==> config.mk <==
export PLATFORM = sky130hd
export DESIGN_NAME = mem_port_arbiter
export DESIGN_NICKNAME = d
export VERILOG_FILES = /design/src/rtl/mem_port_arbiter.sv
export SDC_FILE = /design/constraint.sdc
export NUM_CORES = 1
export LEC_CHECK = 0
export ABC_AREA = 1
export CAP_MARGIN = 15
export CORE_AREA = 2 2 77 57
export CTS_BUF_LIST = sky130_fd_sc_hd__clkbuf_2 sky130_fd_sc_hd__clkbuf_4 sky130_fd_sc_hd__clkbuf_8
export DETAILED_ROUTE_END_ITERATION = 8
export DIE_AREA = 0 0 79 59
export PLACE_DENSITY = 0.94
export SLEW_MARGIN = 10
export SYNTH_ARGS = -nofsm -noshare
export SYNTH_HDL_FRONTEND = slang
export SYNTH_SLANG_ARGS = --single-unit
==> constraint.sdc <==
create_clock -name clk -period 5.2 [get_ports clk]
set_clock_uncertainty 0.15 [all_clocks]
set_input_delay 0.52 -clock clk [delete_from_list [all_inputs] [get_ports clk]]
set_output_delay 0.52 -clock clk [all_outputs]
set_load 0.02 [all_outputs]
==> src/rtl/mem_port_arbiter.sv <==
// mem_port_arbiter: shares a single-port 256x8 memory between instruction fetch,
// data load/store and a hardware stack. Grants are combinational, so a granted
// request drives the memory port in the same cycle; read data returns one cycle
// later, tagged with the requester that issued the read.
module mem_port_arbiter #(
  parameter int unsigned DATA_BASE    = 128,
  parameter int unsigned DATA_SIZE    = 96,
  parameter int unsigned STACK_TOP    = 255,
  parameter int unsigned STACK_DEPTH  = 32,
  parameter int unsigned STARVE_LIMIT = 4
) (
  input  logic       clk,
  input  logic       rst,

  // Instruction fetch
  input  logic       if_req,
  input  logic [7:0] if_addr,
  output logic       if_gnt,
  output logic       if_rvalid,

  // Data load/store
  input  logic       d_req,
  input  logic       d_we,
  input  logic [7:0] d_addr,
  input  logic [7:0] d_wdata,
  output logic       d_gnt,
  output logic       d_rvalid,
  output logic       d_wrap,

  // Stack push/pop
  input  logic       s_req,
  input  logic       s_push,
  input  logic [7:0] s_wdata,
  output logic       s_gnt,
  output logic       s_rvalid,
  output logic       s_err,

  // Read data returned to all requesters
  output logic [7:0] rdata,

  // Memory macro port
  output logic [7:0] mem_addr,
  output logic       mem_we,
  output logic [7:0] mem_wdata,
  input  logic [7:0] mem_rdata,

  // Stack status
  output logic [7:0] sp,
  output logic       stk_full,
  output logic       stk_empty
);

  localparam logic [7:0] DataBase  = 8'(DATA_BASE);
  localparam logic [6:0] DataSize  = 7'(DATA_SIZE);
  localparam logic [7:0] StackTop  = 8'(STACK_TOP);
  localparam logic [7:0] StackFull = 8'(STACK_TOP - STACK_DEPTH);
  localparam logic [2:0] StarveMax = 3'(STARVE_LIMIT);

  // Owner of the read issued in the current cycle
  typedef enum logic [1:0] {
    TagNone  = 2'd0,
    TagFetch = 2'd1,
    TagData  = 2'd2,
    TagPop   = 2'd3
  } tag_e;

  tag_e       tag_q, tag_d;
  logic [7:0] sp_q, sp_d;
  logic [2:0] starve_q, starve_d;
  logic       d_wrap_q, d_wrap_d;
  logic       s_err_q, s_err_d;

  logic       fetch_forced;
  logic       fetch_win;
  logic       stk_full_c;
  logic       stk_empty_c;
  logic [6:0] d_off_raw;
  logic       d_off_wraps;
  logic [6:0] d_off;
  logic [7:0] d_phys;

  // Bit 7 of the logical fetch/data addresses has no meaning in either region
  logic unused_addr_msb;
  assign unused_addr_msb = ^{if_addr[7], d_addr[7]};

  assign stk_full_c  = (sp_q == StackFull);
  assign stk_empty_c = (sp_q == StackTop);

  // A starved fetch overrides the normal data > stack > fetch order
  assign fetch_forced = if_req && (starve_q == StarveMax);
  assign fetch_win    = if_req && (fetch_forced || (!d_req && !s_req));

  // Fold the 7-bit logical data offset into the data region
  always_comb begin
    d_off_raw   = d_addr[6:0];
    d_off_wraps = (d_off_raw >= DataSize);
    d_off       = d_off_wraps ? (d_off_raw - DataSize) : d_off_raw;
    d_phys      = DataBase + {1'b0, d_off};
  end

  // Grant selection, memory port drive and next stack/tag/pulse state
  always_comb begin
    if_gnt    = 1'b0;
    d_gnt     = 1'b0;
    s_gnt     = 1'b0;
    mem_addr  = 8'd0;
    mem_we    = 1'b0;
    mem_wdata = 8'd0;
    tag_d     = TagNone;
    sp_d      = sp_q;
    d_wrap_d  = 1'b0;
    s_err_d   = 1'b0;

    if (fetch_win) begin
      if_gnt   = 1'b1;
      mem_addr = {1'b0, if_addr[6:0]};
      tag_d    = TagFetch;
    end else if (d_req) begin
      d_gnt     = 1'b1;
      mem_addr  = d_phys;
      mem_we    = d_we;
      mem_wdata = d_wdata;
      d_wrap_d  = d_off_wraps;
      tag_d     = d_we ? TagNone : TagData;
    end else if (s_req) begin
      s_gnt = 1'b1;
      if (s_push) begin
        if (stk_full_c) begin
          // Overflow: slot is consumed but memory and sp are left alone
          s_err_d = 1'b1;
        end else begin
          mem_addr  = sp_q;
          mem_we    = 1'b1;
          mem_wdata = s_wdata;
          sp_d      = sp_q - 8'd1;
        end
      end else begin
        if (stk_empty_c) begin
          // Underflow: no read, so no s_rvalid follows
          s_err_d = 1'b1;
        end else begin
          mem_addr = sp_q + 8'd1;
          sp_d     = sp_q + 8'd1;
          tag_d    = TagPop;
        end
      end
    end
  end

  // Starvation counter: counts consecutive denied fetch cycles, saturating
  always_comb begin
    starve_d = starve_q;
    if (!if_req || if_gnt) begin
      starve_d = 3'd0;
    end else if (starve_q < StarveMax) begin
      starve_d = starve_q + 3'd1;
    end
  end

  // State registers; reset drops any in-flight read immediately
  always_ff @(posedge clk or negedge rst) begin
    if (!rst) begin
      tag_q    <= TagNone;
      sp_q     <= StackTop;
      starve_q <= 3'd0;
      d_wrap_q <= 1'b0;
      s_err_q  <= 1'b0;
    end else begin
      tag_q    <= tag_d;
      sp_q     <= sp_d;
      starve_q <= starve_d;
      d_wrap_q <= d_wrap_d;
      s_err_q  <= s_err_d;
    end
  end

  // Decode the read tag into per-requester valid strobes
  always_comb begin
    if_rvalid = 1'b0;
    d_rvalid  = 1'b0;
    s_rvalid  = 1'b0;
    unique case (tag_q)
      TagFetch: if_rvalid = 1'b1;
      TagData:  d_rvalid  = 1'b1;
      TagPop:   s_rvalid  = 1'b1;
      default:  ;
    endcase
  end

  assign rdata     = mem_rdata;
  assign sp        = sp_q;
  assign stk_full  = stk_full_c;
  assign stk_empty = stk_empty_c;
  assign d_wrap    = d_wrap_q;
  assign s_err     = s_err_q;

endmodule

==> results of run 1 <==
## cell type report
type / count / area (um2)
multi-input cells: 198 / 978
inverters: 35 / 136
fillers: 375 / 1530
well taps: 52 / 65.1
repair buffers: 71 / 711
flip-flops and latches: 15 / 385
clock inverters: 1 / 5.00
clock buffers: 3 / 41.3
## logic make-up (layout without fill, tap and decap cells)
logic type	count (synthesis)	after routing	share of synthesized area, %
buffers and inverters	50	110	15.1
adder cells (fa/ha/maj)	4	4	3.12
AND/OR/NAND/NOR	163	163	46.6
multiplexers	1	1	0.623
flip-flops	15	15	24.0
AO/OA/AOI/OAI	27	27	8.96
XOR/XNOR	3	3	1.64
## report_power, final
group | switching, mW | total (mW) | internal [mW]
clock | 0.0442 | 0.0974 | 0.0532
sequential | 0.0708 | 0.241 | 0.170
combinational | 0.246 | 0.439 | 0.193
## cells in the mapped netlist (2+ instances only)
cell type and count:
xnor2_1 2, nand2_1 83, buf_2 4, ha_1 4, dfrtp_1 7, a21boi_0 2, nand3_1 27, inv_1 30
nand4_1 7, or2_2 2, nand2_2 4, nor2_1 29, inv_2 3, a21oi_1 4, buf_4 10, nand2_4 3
o21ai_0 20, dfstp_2 8, nor2_4 2, or2_0 2
## worst max-delay path by stage
stage                      from  slack [ns]           end  depth (start not counted)
after floorplan           sp[5]        2.85  mem_wdata[0]                          7
after global placement    d_req        1.60  mem_wdata[4]                          6
after detailed placement  d_req        1.52  mem_wdata[5]                          6
after CTS                 d_req        1.51  mem_wdata[7]                          6
after global routing      d_req        1.34  mem_wdata[3]                          6
final                     d_req        1.53  mem_wdata[7]                          6
## layout by cell type, fill, tap and decap left out, types with 3 or more instances in the layout
| master | count |
|---|---|
| a21oi_1 | 4 |
| nor2_1 | 29 |
| nand2_1 | 83 |
| clkdlybuf4s50_1 | 71 |
| inv_2 | 3 |
| clkbuf_8 | 3 |
| dfrtp_1 | 7 |
| inv_1 | 30 |
| nand4_1 | 7 |
| ha_1 | 4 |
| dfstp_2 | 8 |
| nand2_4 | 3 |
| nand3_1 | 27 |
| nand2_2 | 4 |
| o21ai_0 | 20 |
## worst min-delay path, stage by stage, from the launching register on
cell and delay (ns):
dfstp_2 0.40, nand2_1 0.07, nand2_1 0.05
## per-stage QoR
step                      util (%)  hold slack, ns  total power [mW]  std cells  setup WS [ns]
after floorplan                  -          0.0744             0.519        263           2.85
after global placement        59.1           0.354             0.658        371           1.60
after detailed placement      59.1           0.368             0.677        371           1.52
after CTS                     60.3           0.377             0.776        375           1.51
after global routing          60.3           0.394             0.842        375           1.34
final                         60.3           0.373             0.778        375           1.53
## layer usage
| metal | vias to the layer above | global-route usage (%) | part of all wire [%] |
|---|---|---|---|
| li1 | 940 | - | - |
| met1 | 863 | 27.0 | 44 |
| met2 | 77 | 32.6 | 47 |
| met3 | 6 | 4.12 | 8.3 |
| met4 | 0 | 7.64 | 1.0 |
| met5 | - | 0 | 0 |
## state kept, by name (all words and copies together), names as in the netlist
signal    count
d_wrap        1
starve_q      3
s_err         1
sp            8
tag_q         2
==> reports/qor.csv, run 1 <==
metric,value,unit
drt pass-1 iters,4,
CP max-delay cell,clkdlybuf4s50_1,
initial DRC count,158,
post-DP HPWL,3.75,mm
CTS tree,built,
Critical R2R Launch,sp[1],
Core Footprint,0.00385,mm2
Routed Wire Length,4.66,mm
routed vias,1886,
final hold vios,0,
Die ar.,0.00466,mm2
synthesized area,0.00161,mm2
CP max FO,11,
Fmax,273,MHz
number of H-tree levels,1,
Placed Area,0.00228,mm2
area grow syn2layout,44.5,%
r2r worst-path depth,9,
num ports,90,
crit end category,primary output,
row count,19,
Slew headroom,54.5,%
CTS Hold Bufs,0,
final setup fails,0,
wire length per cell,12.4,um
max-cap violations,0,
"Clk pin slew, worst setup/hold paths",0.06,ns
pin count of the biggest net entering global routing,16,
DRC Markers,0,
"Slew Viols, Final",0,
WP buf/inv,2,
Hold Crit Depth,2,
Root Buffer,clkbuf_8,
post_cts resized,0,
Clock Sinks,15,
# Post-CTS Setup Buffers,0,
Netlist cell types,30,
number of global-route vias before repair,1651,
first-pass GRT wire length,7.38,mm
Cell Pwr Density,335,mW/mm2
Hold Startpoint,sp[0],
Seq cells post-synth,15,
Overflow after GRT,0,
"FFs w/ async S/R, synth",100,%
synth top area cells,"nand2_1 (19%), dfstp_2 (13%), dfrtp_1 (11%)",
Max Root-Sink Buffers,2,
flop-to-flop setup slack,3.25,ns
Synthesized Nets,314,
RSZ-0062 raised after global routing,no,
Die Height,59,um
share of layout cells above drive strength 1,9.29,%
crit-path cells,"clkdlybuf4s50_1, o21ai_2, nand2_1, nand4_1, o21ai_0, clkdlybuf4s50_1",
initial antenna violation count,0,
routability congestion estimate,0.918,
top cell family by delay on the critical path,buffers and inverters,
min-delay worst type,reg2reg,
cell mode on critical path,clkdlybuf4s50_1,
WP data arrival,3.00,ns
minimum clock period after layout,3.67,ns
register area share after synthesis,24.0,%
worst setup path category,in2out,
crit share post-route,70.5,%
CP peak stage delay,0.81,ns
RR Endpoint,sp[1],
Clock Latency Late Sink,0.26,ns
Initial Util,41.7,%
Yosys warning total,0,
Max IR drop VDD,0.196,mV
outcome,completed,
Post-synth EDFFs,0,
Synth area leader,nand2_1,
Least-Margin Pin Slew,0.681,ns
width of the chip,79,um
WP data required,4.53,ns
post-route ant nets,0,
Synth Flop Type,dfstp_2,
post-synth top area share,19.4,%
element type at the critical path start,input pin,
WHS Endpoint,sp[0],
Lkg Pwr,1.12,nW
Synth Instances,263,
diode count,0,
vias per cell,5.03,
gr usage total,20.1,%
nets,375,
setup_tns,0,ns
Num CTS Buffers,3,
design area,0.00232,mm2
Buffers on Ports,71,
syn avg cell area,6.11,um2
(Power assumes the default switching activity.)
==> run 2: changes to the inputs <==
--- a/config.mk
+++ b/config.mk
@@ -7,11 +7,11 @@
 export LEC_CHECK = 0
 export ABC_AREA = 1
 export CAP_MARGIN = 15
-export CORE_AREA = 2 2 77 57
+export CORE_AREA = 2 2 79 59
 export CTS_BUF_LIST = sky130_fd_sc_hd__clkbuf_2 sky130_fd_sc_hd__clkbuf_4 sky130_fd_sc_hd__clkbuf_8
 export DETAILED_ROUTE_END_ITERATION = 8
-export DIE_AREA = 0 0 79 59
-export PLACE_DENSITY = 0.94
+export DIE_AREA = 0 0 81 61
+export PLACE_DENSITY = 0.9
 export SLEW_MARGIN = 10
 export SYNTH_ARGS = -nofsm -noshare
 export SYNTH_HDL_FRONTEND = slang
==> constraint.sdc (replaced) <==
create_clock -name clk -period 3.6 [get_ports clk]
set_clock_uncertainty 0.15 [all_clocks]
set_input_delay 0.36 -clock clk [delete_from_list [all_inputs] [get_ports clk]]
set_output_delay 0.36 -clock clk [all_outputs]
set_load 0.02 [all_outputs]
==> run 2 against run 1 <==
Against the previous run: sequential cell count unchanged; non-clock buffer count up 3; sequential share of layout area down 0.19 points; critical path depth up 2; register-to-register slack worse by 1.6 ns; first-iteration DRC count down 28%; wire length up 1.2%; power up 45%; clock-buffer cell count unchanged; clock power up 48%; die area up 6.0%; largest power group unchanged.
==> reports/qor.csv, run 2 (synthesis results as in run 1) <==
metric,value,unit
outcome,completed,
# fillers,398,
Num CTS Buffers,3,
sequential power share,30.7,%
max-cap violations,0,
diode count,0,
Fmax,326,MHz
Root Buffer,clkbuf_8,
Die ar.,0.00494,mm2
drt pass-1 iters,5,
crit share post-route,85.3,%
RR Endpoint,sp[4],
logic gate share of total power,56.5,%
element type at the critical path start,input pin,
number of global-route vias before repair,1761,
r2r worst-path depth,10,
vias per cell,5.02,
DRC Markers,0,
initial DRC count,114,
Max IR drop VDD,0.317,mV
initial antenna violation count,0,
CTS Hold Bufs,0,
# Post-CTS Setup Buffers,0,
Buffers on Ports,71,
Overflow after GRT,0,
nets,378,
WP data arrival,2.56,ns
final hold vios,0,
pin count of the biggest net entering global routing,16,
post-route ant nets,0,
min-delay worst type,in2async,
row count,20,
post-DP HPWL,3.78,mm
Power Internal,604,uW
worst setup path category,in2out,
number of flip-flops under the largest register name,8,
Initial Util,38.7,%
gr usage total,20.1,%
final setup fails,0,
sw frac,46.4,%
CTS tree,built,
Cell Pwr Density,479,mW/mm2
Clock Latency Late Sink,0.26,ns
post_cts resized,0,
clock power share,12.8,%
num ports,90,
Net Sw Power,522,uW
Critical R2R Launch,sp[1],
Die Height,61,um
flop-to-flop setup slack,1.67,ns
wire length per cell,12.4,um
number of H-tree levels,1,
Lkg Pwr,1.13,nW
minimum clock period after layout,3.07,ns
first-pass GRT wire length,7.68,mm
width of the chip,81,um
final core occ,56.5,%
Core Footprint,0.00415,mm2
area grow syn2layout,46.2,%
"most common cell after layout, fill and taps aside",nand2_1,
WP data required,3.09,ns
crit end category,primary output,
Max Root-Sink Buffers,2,
Least-Margin Pin Slew,0.682,ns
Slew headroom,54.4,%
Clock Sinks,15,
setup_tns,0,ns
routability congestion estimate,0.900,
Routed Wire Length,4.72,mm
"Clk pin slew, worst setup/hold paths",0.07,ns
most frequent cells in the layout,"nand2_1 (83), clkdlybuf4s50_1 (71), inv_1 (30), nor2_1 (29), nand3_1 (27)",
share of layout cells above drive strength 1,10.1,%
routed vias,1914,
CP max FO,7,
"Slew Viols, Final",0,
RSZ-0062 raised after global routing,no,
minimum hold slack,0.368,ns
[run 2: changes by cell type in the layout (fill, tap and decap cells not counted), sizes merged]
| cell | previous run | this run |
|---|---|---|
| buf | 0 | 3 |
[run 2: worst max path at each step]
stage,from,endpoint,slack (ns),cells past startpoint
after global routing,starve_q[0],mem_addr[6],0.32,9
after global placement,if_req,mem_addr[6],0.57,8
after floorplan,sp[5],mem_wdata[0],1.41,7
final,if_req,mem_addr[6],0.53,8
after CTS,if_req,mem_addr[6],0.52,8
after detailed placement,if_req,mem_addr[6],0.55,8
[run 2: stage by stage]
step                instances  total power [mW]  setup slack (ns)  area [um2]
floorplan                 263             0.750              1.41        1610
global placement          377             0.955             0.571        2300
detailed placement        377             0.976             0.545        2300
CTS                       381              1.13             0.516        2350
global route              381              1.22             0.322        2350
finish                    381              1.13             0.531        2350
[run 2: power by group through the flow]
stage	Sequential (mW)	Clock (mW)	Combinational, mW
2_1_floorplan	0.348	0	0.402
3_3_place_gp	0.343	0	0.612
3_5_place_dp	0.347	0	0.629
4_1_cts	0.344	0.148	0.635
5_1_grt	0.355	0.158	0.703
6_report	0.346	0.144	0.636
[run 2: worst max-delay path, cell delays in order]
cell             delay, ns
clkdlybuf4s50_1       0.55
nand3_2               0.15
o21ai_2               0.12
nand2_1               0.21
inv_1                 0.23
nor2_1                0.07
o21ai_0               0.22
clkdlybuf4s50_1       0.65
[run 2: layout make-up]
cell class / instances / area, um2 / share of cell area, %
clock inverters: 1 / 5.00 / 0.213
well taps: 55 / 68.8 / 2.93
repair buffers: 74 / 733 / 31.2
inverters: 35 / 136 / 5.81
clock buffers: 3 / 41.3 / 1.76
flip-flops and latches: 15 / 385 / 16.4
multi-input cells: 198 / 978 / 41.7
[run 2: layer usage]
metal / global-route usage [%] / share of wire, % / vias to the layer above
li1: - / - / 949
met1: 25.8 / 43 / 872
met2: 33.5 / 47 / 84
met3: 6.10 / 8.3 / 9
met4: 5.08 / 1.4 / 0
met5: 0 / 0 / -
==> run 3: changes to the inputs <==
--- a/config.mk
+++ b/config.mk
@@ -9,8 +9,10 @@
 export CAP_MARGIN = 15
 export CORE_AREA = 2 2 79 59
 export CTS_BUF_LIST = sky130_fd_sc_hd__clkbuf_2 sky130_fd_sc_hd__clkbuf_4 sky130_fd_sc_hd__clkbuf_8
+export CTS_CLUSTER_DIAMETER = 150
 export DETAILED_ROUTE_END_ITERATION = 8
 export DIE_AREA = 0 0 81 61
+export MAX_ROUTING_LAYER = met4
 export PLACE_DENSITY = 0.9
 export SLEW_MARGIN = 10
 export SYNTH_ARGS = -nofsm -noshare
==> run 3 against run 2 <==
Against the previous run: clock-buffer cell count did not move; register-to-register slack hardly changed; via count down 0.10%; fmax barely moved; first-iteration DRC count rose by 4.4%; wire length decreased by 0.32%.
==> reports/qor.csv, run 3 (synthesis results as in run 1) <==
metric,value,unit
outcome,completed,
worst setup path category,in2out,
number of global-route vias before repair,1760,
initial DRC count,119,
flop-to-flop setup slack,1.67,ns
post-route ant nets,0,
logic gate share of total power,56.4,%
sequential power share,30.7,%
pin count of the biggest net entering global routing,16,
wire length per cell,12.3,um
DRC Markers,0,
Overflow after GRT,0,
"Slew Viols, Final",0,
WP data required,3.09,ns
Routed Wire Length,4.71,mm
Initial Util,38.7,%
Num CTS Buffers,3,
WP data arrival,2.56,ns
post_cts resized,0,
number of flip-flops under the largest register name,8,
final setup fails,0,
crit end category,primary output,
nets,378,
Core Footprint,0.00415,mm2
Least-Margin Pin Slew,0.680,ns
min-delay worst type,in2async,
# Post-CTS Setup Buffers,0,
setup_tns,0,ns
width of the chip,81,um
diode count,0,
Root Buffer,clkbuf_8,
crit share post-route,85.3,%
Lkg Pwr,1.13,nW
Fmax,326,MHz
Clock Sinks,15,
routed vias,1912,
Clock Latency Late Sink,0.26,ns
num ports,90,
Max IR drop VDD,0.317,mV
fin cells,381,
vias per cell,5.02,
gr usage total,20.8,%
area grow syn2layout,46.2,%
Power Internal,604,uW
Cell Pwr Density,480,mW/mm2
CTS Hold Bufs,0,
Net Sw Power,523,uW
final hold vios,0,
clock power share,12.9,%
share of layout cells above drive strength 1,10.1,%
"Clk pin slew, worst setup/hold paths",0.07,ns
CTS tree,built,
element type at the critical path start,input pin,
Max Root-Sink Buffers,2,
Die ar.,0.00494,mm2
drt pass-1 iters,5,
minimum clock period after layout,3.07,ns
most frequent cells in the layout,"nand2_1 (83), clkdlybuf4s50_1 (71), inv_1 (30), nor2_1 (29), nand3_1 (27)",
first-pass GRT wire length,7.69,mm
sw frac,46.4,%
initial antenna violation count,0,
routability congestion estimate,0.916,
RSZ-0062 raised after global routing,no,
placed cells,377,
post-DP HPWL,3.78,mm
number of H-tree levels,1,
Die Height,61,um
row count,20,
CP max FO,7,
"most common cell after layout, fill and taps aside",nand2_1,
max-cap violations,0,
Buffers on Ports,71,
Slew headroom,54.5,%
-- run 3: path summary, 6_finish.rpt --
kind                        start     endpoint  depth (start not counted)
hold reg to reg             sp[0]        sp[0]                          2
setup reg to reg            sp[1]        sp[4]                         10
hold / removal                rst        s_err                          1
setup / recovery           if_req  mem_addr[6]                          8
min in group clk            sp[0]        sp[0]                          2
max in group asynchronous     rst     tag_q[0]                          1
-- run 3: layout make-up --
type	count	area [um2]
well taps	55	68.8
fillers	398	1810
clock buffers	3	41.3
multi-input cells	198	978
clock inverters	1	5.00
flip-flops and latches	15	385
repair buffers	74	733
inverters	35	136
-- run 3: critical path: stages --
cell,delay (ns)
clkdlybuf4s50_1,0.55
nand3_2,0.16
o21ai_2,0.12
nand2_1,0.21
inv_1,0.23
nor2_1,0.07
o21ai_0,0.21
clkdlybuf4s50_1,0.65
-- run 3: per-stage QoR --
stage,power (mW),instance area [um2],hold WS [ns],util [%],worst slack (ns)
2_1_floorplan,0.750,1610,-0.0856,-,1.41
3_3_place_gp,0.955,2300,0.353,55.4,0.571
3_5_place_dp,0.976,2300,0.365,55.4,0.545
4_1_cts,1.13,2350,0.375,56.5,0.516
5_1_grt,1.22,2350,0.391,56.5,0.323
6_report,1.13,2350,0.366,56.5,0.528
-- run 3: routing by layer --
layer | global-route usage, % | up-vias | part of all wire, %
li1 | - | 949 | -
met3 | 5.51 | 7 | 8.6
met4 | 5.08 | 0 | 1.1
met2 | 33.4 | 93 | 47
met1 | 26.3 | 863 | 43
met5 | - | - | 0
-- run 3: power groups by stage --
stage	clock (mW)	combinational, mW	sequential, mW
2_1_floorplan	0	0.402	0.348
3_3_place_gp	0	0.612	0.343
3_5_place_dp	0	0.629	0.347
4_1_cts	0.148	0.635	0.344
5_1_grt	0.158	0.703	0.355
6_report	0.145	0.636	0.346
